**config.mk**
```make
export PLATFORM = sky130hd
export DESIGN_NAME = dct_butterfly_feeder_flat
export DESIGN_NICKNAME = d
export VERILOG_FILES = /design/src/rtl/dct_butterfly_feeder_if.sv /design/src/rtl/dct_butterfly_feeder.sv /design/src/flat_wrapper.sv
export SDC_FILE = /design/constraint.sdc
export NUM_CORES = 1
export LEC_CHECK = 0
export CAP_MARGIN = 20
export CELL_PAD_IN_SITES_DETAIL_PLACEMENT = 1
export CELL_PAD_IN_SITES_GLOBAL_PLACEMENT = 2
export CORE_MARGIN = 3
export CORE_UTILIZATION = 25
export CTS_CLUSTER_DIAMETER = 100
export DETAILED_ROUTE_END_ITERATION = 8
export PLACE_DENSITY = 0.63
export REMOVE_ABC_BUFFERS = 1
export SLEW_MARGIN = 30
export SYNTH_ARGS = -nofsm -noshare
export SYNTH_HDL_FRONTEND = slang
export SYNTH_SLANG_ARGS = --single-unit
```
**constraint.sdc**
```tcl
create_clock -name clk -period 1.9 [get_ports clk]
set_input_delay 0.38 -clock clk [delete_from_list [all_inputs] [get_ports clk]]
set_output_delay 0.38 -clock clk [all_outputs]
set_load 0.02 [all_outputs]
```
**src/rtl/dct_butterfly_feeder_if.sv**
```systemverilog
// Signal bundle around dct_butterfly_feeder: the serial sample stream in,
// and the butterfly operand stream out to the Adder_Block.
//
// Handshake rule for both streams: a beat transfers on a rising clk edge
// where valid and ready are both high. The sender keeps its payload stable
// while valid=1 and ready=0. Ready may be high with valid low. Neither side
// derives valid from ready combinationally.
interface dct_butterfly_feeder_if #(
    parameter int WIDTH = 16
);
    // sample input stream
    logic             in_valid;
    logic             in_ready;
    logic [WIDTH-1:0] in_data;

    // butterfly operand output stream
    logic [WIDTH-1:0] A;
    logic [WIDTH-1:0] B;
    logic             operation;
    logic             out_valid;
    logic             out_ready;
    logic [2:0]       out_idx;

    // vector bookkeeping
    logic [2:0]       row_count;
    logic             block_done;

    // the feeder itself: consumes samples, produces operand pairs
    modport master (
        input  in_valid,
        input  in_data,
        input  out_ready,
        output in_ready,
        output A,
        output B,
        output operation,
        output out_valid,
        output out_idx,
        output row_count,
        output block_done
    );

    // the surroundings: sample source plus downstream adder
    modport slave (
        output in_valid,
        output in_data,
        output out_ready,
        input  in_ready,
        input  A,
        input  B,
        input  operation,
        input  out_valid,
        input  out_idx,
        input  row_count,
        input  block_done
    );
endinterface

```
**src/rtl/dct_butterfly_feeder.sv**
```systemverilog
// Input-stage sequencer for the 8-point 1D DCT.
// Buffers eight Q11.4 samples, then presents the first-stage butterfly
// operand pairs (four sums, then four differences) one per handshake.
// Operands pass bit-exact; the downstream adder owns all arithmetic.
// Counts emitted vectors modulo 8 and pulses block_done on each 8x8 boundary.
module dct_butterfly_feeder #(
    parameter int WIDTH = 16,
    parameter int N     = 8
) (
    input  logic                   clk,
    input  logic                   rst,
    dct_butterfly_feeder_if.master bus,
    output logic                   o_dbg_state
);

    typedef enum logic {
        ST_LOAD = 1'b0,
        ST_EMIT = 1'b1
    } state_t;

    localparam logic [2:0] LAST = 3'(N - 1);

    // registered state
    state_t           r_state;
    logic [2:0]       r_wr_ptr;
    logic [2:0]       r_rd_idx;
    logic [2:0]       r_row_count;
    logic [WIDTH-1:0] r_buf [N];
    logic [WIDTH-1:0] r_a;
    logic [WIDTH-1:0] r_b;
    logic             r_op;
    logic             r_out_valid;
    logic             r_in_ready;
    logic             r_block_done;

    // next-state values
    state_t           w_state_nxt;
    logic [2:0]       w_wr_ptr_nxt;
    logic [2:0]       w_rd_idx_nxt;
    logic [2:0]       w_row_count_nxt;
    logic [WIDTH-1:0] w_a_nxt;
    logic [WIDTH-1:0] w_b_nxt;
    logic             w_op_nxt;
    logic             w_out_valid_nxt;
    logic             w_in_ready_nxt;
    logic             w_block_done_nxt;

    // handshake strobes and the operand lookup for the following pair
    logic             w_in_fire;
    logic             w_out_fire;
    logic [2:0]       w_adv_idx;
    logic [1:0]       w_adv_k;
    logic [WIDTH-1:0] w_adv_a;
    logic [WIDTH-1:0] w_adv_b;

    assign w_in_fire  = r_in_ready & bus.in_valid;
    assign w_out_fire = r_out_valid & bus.out_ready;

    // Pair i uses k = i mod 4: A = x[k], B = x[7-k]; 7-k for k in 0..3 is {1, ~k}.
    assign w_adv_idx = r_rd_idx + 3'd1;
    assign w_adv_k   = w_adv_idx[1:0];
    assign w_adv_a   = r_buf[{1'b0, w_adv_k}];
    assign w_adv_b   = r_buf[{1'b1, ~w_adv_k}];

    // Sample buffer: written only while loading; contents need no reset.
    always_ff @(posedge clk) begin
        if (w_in_fire) begin
            r_buf[r_wr_ptr] <= bus.in_data;
        end
    end

    // Next-state and next-output decode; every output is registered from here.
    always_comb begin
        w_state_nxt      = r_state;
        w_wr_ptr_nxt     = r_wr_ptr;
        w_rd_idx_nxt     = r_rd_idx;
        w_row_count_nxt  = r_row_count;
        w_a_nxt          = r_a;
        w_b_nxt          = r_b;
        w_op_nxt         = r_op;
        w_out_valid_nxt  = r_out_valid;
        w_in_ready_nxt   = r_in_ready;
        w_block_done_nxt = 1'b0;

        case (r_state)
            ST_LOAD: begin
                if (w_in_fire) begin
                    w_wr_ptr_nxt = r_wr_ptr + 3'd1;
                    if (r_wr_ptr == LAST) begin
                        // x7 is still on in_data this cycle, so pair 0 takes
                        // B from the bus rather than from the buffer.
                        w_state_nxt     = ST_EMIT;
                        w_rd_idx_nxt    = 3'd0;
                        w_a_nxt         = r_buf[0];
                        w_b_nxt         = bus.in_data;
                        w_op_nxt        = 1'b0;
                        w_out_valid_nxt = 1'b1;
                        w_in_ready_nxt  = 1'b0;
                    end
                end
            end

            ST_EMIT: begin
                if (w_out_fire) begin
                    if (r_rd_idx == LAST) begin
                        w_state_nxt      = ST_LOAD;
                        w_rd_idx_nxt     = 3'd0;
                        w_row_count_nxt  = r_row_count + 3'd1;
                        w_block_done_nxt = (r_row_count == 3'd7);
                        w_a_nxt          = '0;
                        w_b_nxt          = '0;
                        w_op_nxt         = 1'b0;
                        w_out_valid_nxt  = 1'b0;
                        w_in_ready_nxt   = 1'b1;
                    end else begin
                        // upper half of the index range requests differences
                        w_rd_idx_nxt = w_adv_idx;
                        w_a_nxt      = w_adv_a;
                        w_b_nxt      = w_adv_b;
                        w_op_nxt     = w_adv_idx[2];
                    end
                end
            end

            default: begin
                w_state_nxt     = ST_LOAD;
                w_wr_ptr_nxt    = 3'd0;
                w_rd_idx_nxt    = 3'd0;
                w_out_valid_nxt = 1'b0;
                w_in_ready_nxt  = 1'b1;
            end
        endcase
    end

    // State and output registers with synchronous reset; reset drops any
    // partial vector or pending pairs.
    always_ff @(posedge clk) begin
        if (rst) begin
            r_state      <= ST_LOAD;
            r_wr_ptr     <= 3'd0;
            r_rd_idx     <= 3'd0;
            r_row_count  <= 3'd0;
            r_a          <= '0;
            r_b          <= '0;
            r_op         <= 1'b0;
            r_out_valid  <= 1'b0;
            r_in_ready   <= 1'b1;
            r_block_done <= 1'b0;
        end else begin
            r_state      <= w_state_nxt;
            r_wr_ptr     <= w_wr_ptr_nxt;
            r_rd_idx     <= w_rd_idx_nxt;
            r_row_count  <= w_row_count_nxt;
            r_a          <= w_a_nxt;
            r_b          <= w_b_nxt;
            r_op         <= w_op_nxt;
            r_out_valid  <= w_out_valid_nxt;
            r_in_ready   <= w_in_ready_nxt;
            r_block_done <= w_block_done_nxt;
        end
    end

    assign bus.in_ready   = r_in_ready;
    assign bus.out_valid  = r_out_valid;
    assign bus.A          = r_a;
    assign bus.B          = r_b;
    assign bus.operation  = r_op;
    assign bus.out_idx    = r_rd_idx;
    assign bus.row_count  = r_row_count;
    assign bus.block_done = r_block_done;
    assign o_dbg_state    = r_state;

endmodule

```
**src/flat_wrapper.sv**
```systemverilog
// flat-port wrapper written by rule: the top's interface ports become plain ports
module dct_butterfly_feeder_flat 
#(
    parameter int WIDTH = 16,
    parameter int N     = 8
)
  (clk, rst, o_dbg_state, bus_in_valid, bus_in_data, bus_out_ready, bus_in_ready, bus_A, bus_B, bus_operation, bus_out_valid, bus_out_idx, bus_row_count, bus_block_done);
  dct_butterfly_feeder_if #(.WIDTH(WIDTH)) bus_i ();
  input  logic clk;
  input  logic rst;
  output logic o_dbg_state;
  input wire logic [$bits(bus_i.in_valid)-1:0] bus_in_valid;
  input wire logic [$bits(bus_i.in_data)-1:0] bus_in_data;
  input wire logic [$bits(bus_i.out_ready)-1:0] bus_out_ready;
  output wire logic [$bits(bus_i.in_ready)-1:0] bus_in_ready;
  output wire logic [$bits(bus_i.A)-1:0] bus_A;
  output wire logic [$bits(bus_i.B)-1:0] bus_B;
  output wire logic [$bits(bus_i.operation)-1:0] bus_operation;
  output wire logic [$bits(bus_i.out_valid)-1:0] bus_out_valid;
  output wire logic [$bits(bus_i.out_idx)-1:0] bus_out_idx;
  output wire logic [$bits(bus_i.row_count)-1:0] bus_row_count;
  output wire logic [$bits(bus_i.block_done)-1:0] bus_block_done;
  assign bus_i.in_valid = bus_in_valid;
  assign bus_i.in_data = bus_in_data;
  assign bus_i.out_ready = bus_out_ready;
  assign bus_in_ready = bus_i.in_ready;
  assign bus_A = bus_i.A;
  assign bus_B = bus_i.B;
  assign bus_operation = bus_i.operation;
  assign bus_out_valid = bus_i.out_valid;
  assign bus_out_idx = bus_i.out_idx;
  assign bus_row_count = bus_i.row_count;
  assign bus_block_done = bus_i.block_done;
  dct_butterfly_feeder #(.WIDTH(WIDTH), .N(N)) u_core (.clk(clk), .rst(rst), .bus(bus_i), .o_dbg_state(o_dbg_state));
endmodule
```
==> results by group <==
Final layout
  – Final-stage net count: 599
  – Post-route core utilization: 32.9%
  – Proportion of layout cells with a drive suffix above 1: 26.7%
  – Most common cell after layout, fill and taps aside: sky130_fd_sc_hd__edfxtp_1
  – Signed area change from the synthesized netlist to the final layout: 28.4%
  – Post-route non-filler standard cell count: 957
  – Diodes inserted: 0
  – Top library cells by usage in the layout, fill and taps aside: 128 x sky130_fd_sc_hd__edfxtp_1, 54 x sky130_fd_sc_hd__clkdlybuf4s50_1, 53 x sky130_fd_sc_hd__buf_4, 48 x sky130_fd_sc_hd__mux2_2, 42 x sky130_fd_sc_hd__dfxtp_1
  – Post-route standard cell area excluding fillers: 0.00898 mm^2

Route
  – DR pass1 iterations: 6
  – Count of antenna-violating nets left after detailed routing: 0
  – WL final: 18.7 mm
  – Iter 0 DRT Violations: 262
  – Routed via count: 4433
  – Routed WL per cell: 19.5 um
  – Via density per instance: 4.63
  – Number of design rule violations left after detail routing: 0

GRT
  – Maximum number of pins on one net before global-route repair: 49
  – Total routing resource utilization after global routing: 12.5%
  – Vias in the first global route: 4774
  – Number of antenna violations at the first check in global routing: 0
  – Grt total ovfl: 0
  – Global-route wire length before repair: 28.6 mm

Floorplanning
  – Ports placed on the boundary: 63
  – Core region area: 0.0273 mm^2
  – Number of standard-cell rows in the floorplan: 60
  – Total Die Area: 0.0300 mm^2
  – Die span in y: 173 um
  – Width of the chip: 173 um
  – Starting utilization of the core area: 25.7%

Timing
  – Setup clock skew after layout: 0.00966 ns
  – Max Slew Vio Count: 0
  – Relative slew slack: 67.9%
  – Post-route minimum period: 1.84 ns
  – Hold violation count in the final report: 0
  – Pin slew with the least headroom to its limit: 0.482 ns
  – Highest achievable clock rate: 544 MHz
  – Post-Route Setup TNS: 0 ns
  – Setup violation total in the final timing report: 0
  – Worst Setup Slack, final: 0.0634 ns
  – Final hold slack: 0.396 ns
  – Share of the cycle needed by the critical path after routing: 96.7%

Yosys
  – Combined area of all synthesized cells: 0.00699 mm^2
  – Synth Instances: 464
  – Seq/Total Area, Yosys: 67.9%
  – Number of distinct standard cells referenced by the synthesized netlist: 37
  – Yosys warning total: 0
  – Syn_area_per_cell: 15.1 um^2
  – Yosys reg bits: 173

Placement
  – Final GP Congestion: 0.756
  – Placed instance count: 923
  – DP Wirelength: 12.4 mm
  – Number of input and output port buffers inserted: 62
  – DP Worst Slack: -0.226 ns
  – Placed cell areas: 0.00835 mm^2

CTS
  – H-Tree Depth: 4
  – Maximum root-to-sink buffer count: 2
  – Worst skew pair latency: 0.43 ns
  – Total clock buffers created by CTS: 17
  – Clock net sink count: 173
  – Clock transition at the register clock pins on the worst setup and hold paths after CTS: 0.07 ns
  – Root cell of the clock tree: sky130_fd_sc_hd__clkbuf_16
  – TritonCTS clock tree: yes

Run status
  – Result of the run: completed

Setup path
  – Nature of the critical path endpoint: register
  – Critical path data arrival time: 2.13 ns
  – Worst EP required: 2.19 ns
  – CP Max Fanout: 21
  – Critical path launch point type: register
  – Crit Path Category: register to register
  – R2R Setup Slk: 0.06 ns

Pwr
  – Final total power: 7.81 mW
  – VDD IR-drop max: 0.442 mV
  – Power density over the cells: 869 mW/mm^2
  – Leakage Power: 3.10 nW

Flow run
  – Max-cap violation count: 0

Hold path
  – Hold crit path type: primary input to register
-- worst paths after layout --
| path | start | end | cells past startpoint |
|---|---|---|---|
| setup / recovery | u_core.bus.out_idx[0] | u_core.bus.B[9] | 5 |
| setup reg to reg | u_core.bus.out_idx[0] | u_core.bus.B[9] | 5 |
| hold / removal | rst | u_core.bus.row_count[0] | 3 |
| hold reg to reg | u_core.bus.row_count[2] | u_core.bus.row_count[2] | 2 |
-- cell usage after synthesis --
master                       n  area, um^2
sky130_fd_sc_hd__edfxtp_1  128        3840
sky130_fd_sc_hd__mux2_2     48         541
sky130_fd_sc_hd__dfxtp_1    45         901
sky130_fd_sc_hd__nor3_1     36         180
sky130_fd_sc_hd__a211oi_1   17         128
sky130_fd_sc_hd__and3_1     17         106
sky130_fd_sc_hd__a222oi_1   16         160
sky130_fd_sc_hd__a22oi_1    16         120
sky130_fd_sc_hd__a311oi_1   16         140
sky130_fd_sc_hd__nor2b_1    16         100
sky130_fd_sc_hd__o21ai_0    16        80.1
sky130_fd_sc_hd__nor2_1     12        45.0
sky130_fd_sc_hd__buf_2       8        40.0
sky130_fd_sc_hd__clkbuf_1    8        30.0
sky130_fd_sc_hd__clkbuf_8    8         110
sky130_fd_sc_hd__buf_4       7        52.6
sky130_fd_sc_hd__ha_1        7        87.6
sky130_fd_sc_hd__nand3_1     7        35.0
sky130_fd_sc_hd__a21oi_1     5        25.0
sky130_fd_sc_hd__buf_6       5        56.3
sky130_fd_sc_hd__mux2i_1     4        40.0
sky130_fd_sc_hd__nand2_1     4        15.0
sky130_fd_sc_hd__nand2b_1    2        12.5
sky130_fd_sc_hd__nor3b_4     2        37.5
sky130_fd_sc_hd__xor2_1      2        17.5
sky130_fd_sc_hd__and2b_2     1        8.76
sky130_fd_sc_hd__and3b_1     1        8.76
sky130_fd_sc_hd__and4b_1     1        10.0
sky130_fd_sc_hd__clkbuf_2    1        5.00
sky130_fd_sc_hd__inv_1       1        3.75
sky130_fd_sc_hd__nand3b_1    1        7.51
sky130_fd_sc_hd__nand4_1     1        6.26
sky130_fd_sc_hd__nand4b_1    1        8.76
sky130_fd_sc_hd__nor3b_1     1        7.51
sky130_fd_sc_hd__o21ai_1     1        5.00
sky130_fd_sc_hd__o21bai_1    1        7.51
sky130_fd_sc_hd__or3b_2      1        8.76
-- where the power goes --
group | leakage, nW | switching [mW] | internal, mW
registers | 1.53 | 0.0276 | 4.13
clock network | 0.276 | 1.43 | 1.91
logic | 1.30 | 0.167 | 0.145
total | 3.10 | 1.62 | 6.18
-- sequential cells by signal, summed over array words and instances (netlist names), 2 cells and up --
name,count
u_core.r_buf,128
u_core.bus.A,16
u_core.bus.B,16
u_core.bus.row_count,3
u_core.r_wr_ptr,3
u_core.bus.out_idx,2
-- routing by layer --
metal / up-vias / track usage (%) / part of all wire (%)
li1: 2064 / - / -
met1: 2263 / 15.1 / 44
met2: 79 / 22.4 / 52
met3: 27 / 2.69 / 3.0
met4: 0 / 3.92 / 1.6
met5: - / 0 / 0
-- area by class of cell --
class	instances	area (um^2)
Fill cell	2875	18300
Multi-Input combinational cell	253	1990
Timing Repair Buffer	126	1200
Inverter	1	3.75
Clock buffer	22	474
Clock inverter	10	91.3
Sequential cell	173	4750
Tap cell	372	465
-- logic make-up (layout without fill, tap and decap cells) --
kind of cell / Yosys count / in the layout / share of synthesized area, %
buffers and inverters: 38 / 159 / 4.26
AND/OR/NAND/NOR: 104 / 104 / 8.55
multiplexers: 52 / 52 / 8.30
flip-flops: 173 / 173 / 67.9
XOR/XNOR: 2 / 2 / 0.251
AO/OA/AOI/OAI: 88 / 88 / 9.52
adder cells (fa/ha/maj): 7 / 7 / 1.25
-- critical path: stages (launching register included) --
cell,delay (ns)
sky130_fd_sc_hd__dfxtp_2,0.35
sky130_fd_sc_hd__buf_6,0.23
sky130_fd_sc_hd__buf_12,0.20
sky130_fd_sc_hd__mux2_2,0.36
sky130_fd_sc_hd__a222oi_1,0.39
sky130_fd_sc_hd__a211oi_1,0.14
-- timing repair --
| action | CTS | global route |
|---|---|---|
| hold buffers | 0 | 0 |
| setup endpoints to repair | 15 | 21 |
| setup buffers | 0 | 3 |
| gates resized for setup | 8 | 10 |
| pin swaps | 7 | 7 |
Power figures use the tool's default switching activity.
==> patch, RTL diff (same settings) <==
Put one more register stage on the output `o_dbg_state`, without a reset. The value now appears one clock later. The other outputs are not delayed to match.
--- a/src/rtl/dct_butterfly_feeder.sv
+++ b/src/rtl/dct_butterfly_feeder.sv
@@ -169,5 +169,7 @@
     assign bus.row_count  = r_row_count;
     assign bus.block_done = r_block_done;
-    assign o_dbg_state    = r_state;
+    always_ff @(posedge clk) begin
+        o_dbg_state <= r_state;
+    end
 
 endmodule
Formal check against the unedited RTL: not equivalent (a bounded check fails within 10 cycles, from zero or initial values and one cycle with rst high).
==> patch against the original RTL <==
- first-iteration DRC count fell by 6.1%
- final area is 2.9% lower
- utilization up 0.24 points
- wire length fell by 6.4%
- worst setup slack lost 0.00065 ns
- worst hold slack lost 0.20 ns
- synthesized area shrank 3.6%
- total power shrank 1.2%
- sequential cell count grew 1
- die area decreased by 3.5%
- highest routed layer unchanged
==> patch: results <==
[run_status]
status = "finished, final reports clean"

[logic_synthesis]
synthTopCellsByArea = "edfxtp_1 (57%), dfxtp_1 (14%), mux4_2 (5.7%)"
synth_edf_count = 128
ys_warn_count = 0
dominantRegCellSynth = "edfxtp_1"
syn_inst = 424
synthMostInstantiatedCell = "edfxtp_1"
synth_seq_area_share_pct = 70.7
yosysUniqueCellTypes = 37
synth_commonest_cells = "edfxtp_1 (128), dfxtp_1 (46), nor2_1 (42), nand2_1 (24), nor3_1 (21)"
ys_async_sr_fraction_pct = 0

[global_route]
antenna_found_initial = 0
grt_max_degree = 30
grt_pass1_vias = 4352
grt_pass1_wl_um = 27100
grt_usage_pct = 12.6

[placement]
dp_hpwl_um = 11300
place_congestion = 0.738
io_buffers = 62
post-place-ws_ns = -0.297
dp.cells = 846

[finish]
largest-register = "u_core.r_buf"
finalNetCount = 557
largest_reg_flops = 128
drive_above_1_share_pct = 23.6
finalNonFillerCells = 879

[detailed_routing]
drt_iter0_markers = 246
dr.pass1.iters = 4
dr_total_vias = 4043
routed_wl_um = 17500

[worst_hold_path]
hp-class = "input pin to flip-flop"

[cts]
clk_pin_slew_worst_paths_ns = 0.07
root_buffer = "clkbuf_16"
cts.path.max_buffers = 2
h-tree-depth = 4
post_cts_resized = 2
post_cts_buffers = 0
clock_latency_ns = 0.43
cts_buffers = 17

[worst_setup_path]
cp.arrival_ns = 1.46
worstPathMaxFanout = 2
crit_path_max_incr_delay_ns = 0.63
crit_family = "buffers and inverters"
critPathSlowestCell = "clkdlybuf4s50_1"

[power_and_ir_drop]
ir_drop_mv = 0.602
p_leak_nw = 2.85

[sta]
relSlewSlack_pct = 75.3
skew_ns = 0.00768
==> patch: cell count changes after synthesis, moves of 16 or more <==
cell / unedited run / this run
a22oi_1: 16 / 0
nand2_1: 4 / 24
nor2b_1: 16 / 0
nor2_1: 12 / 42
a222oi_1: 16 / 0
mux4_2: 0 / 17
mux2_2: 48 / 0
and3_1: 17 / 1
==> patch: power by group <==
part | switching (mW) | total, mW | internal [mW]
sequential | 0.0212 | 4.17 | 4.15
clock | 1.57 | 3.29 | 1.72
combinational | 0.154 | 0.249 | 0.0953
==> patch: layout make-up <==
type / instances / area (µm²)
fillers: 2725 / 17600
flip-flops and latches: 174 / 4770
multi-input cells: 221 / 1800
repair buffers: 115 / 1180
clock buffers: 18 / 429
well taps: 335 / 419
clock inverters: 14 / 121
inverters: 1 / 3.75
diodes: 1 / 2.50
==> patch: metal layers <==
metal | GRT usage, % | share of wire [%] | vias to the layer above
met5 | 0 | 0 | -
met4 | 2.89 | 0.89 | 0
met3 | 3.55 | 5.1 | 12
met2 | 20.6 | 48 | 88
met1 | 16.6 | 46 | 2072
li1 | - | - | 1871
==> patch: through the flow <==
stage / instance area, µm² / hold slack, ns / setup TNS, ns / util (%)
after floorplan: 6540 / 0.411 / -70.36 / -
after global placement: 8140 / 0.465 / -10.40 / 31.0
after detailed placement: 8140 / 0.467 / -11.98 / 31.0
after CTS: 8690 / 0.178 / 0 / 33.1
after global routing: 8720 / 0.185 / 0 / 33.2
final: 8720 / 0.198 / 0 / 33.2
==> patch: worst paths after layout <==
check / startpoint / end / slack, ns / depth (start not counted)
worst min register to register: u_core.r_state$_SDFF_PP0_ / u_core.o_dbg_state$_DFF_P_ / 0.48 / 0
worst min-delay path: rst / u_core.bus.row_count[2]$_SDFFE_PP0P_ / 0.20 / 2
worst max register to register: u_core.bus.out_idx[0]$_SDFFE_PP0P_ / u_core.bus.B[3]$_SDFFE_PP0P_ / 0.10 / 5
worst max-delay path: u_core.bus.A[15]$_SDFFE_PP0P_ / bus_A[15] / 0.06 / 1
==> patch: kinds of logic after synthesis <==
logic type | after synthesis | share of synthesized area [%]
simple gates | 106 | 7.15
flops | 174 | 70.7
buf+inv | 29 | 3.01
xor+xnor | 2 | 0.260
compound gates | 72 | 8.89
mux | 34 | 8.69
fa+ha+maj | 7 | 1.30
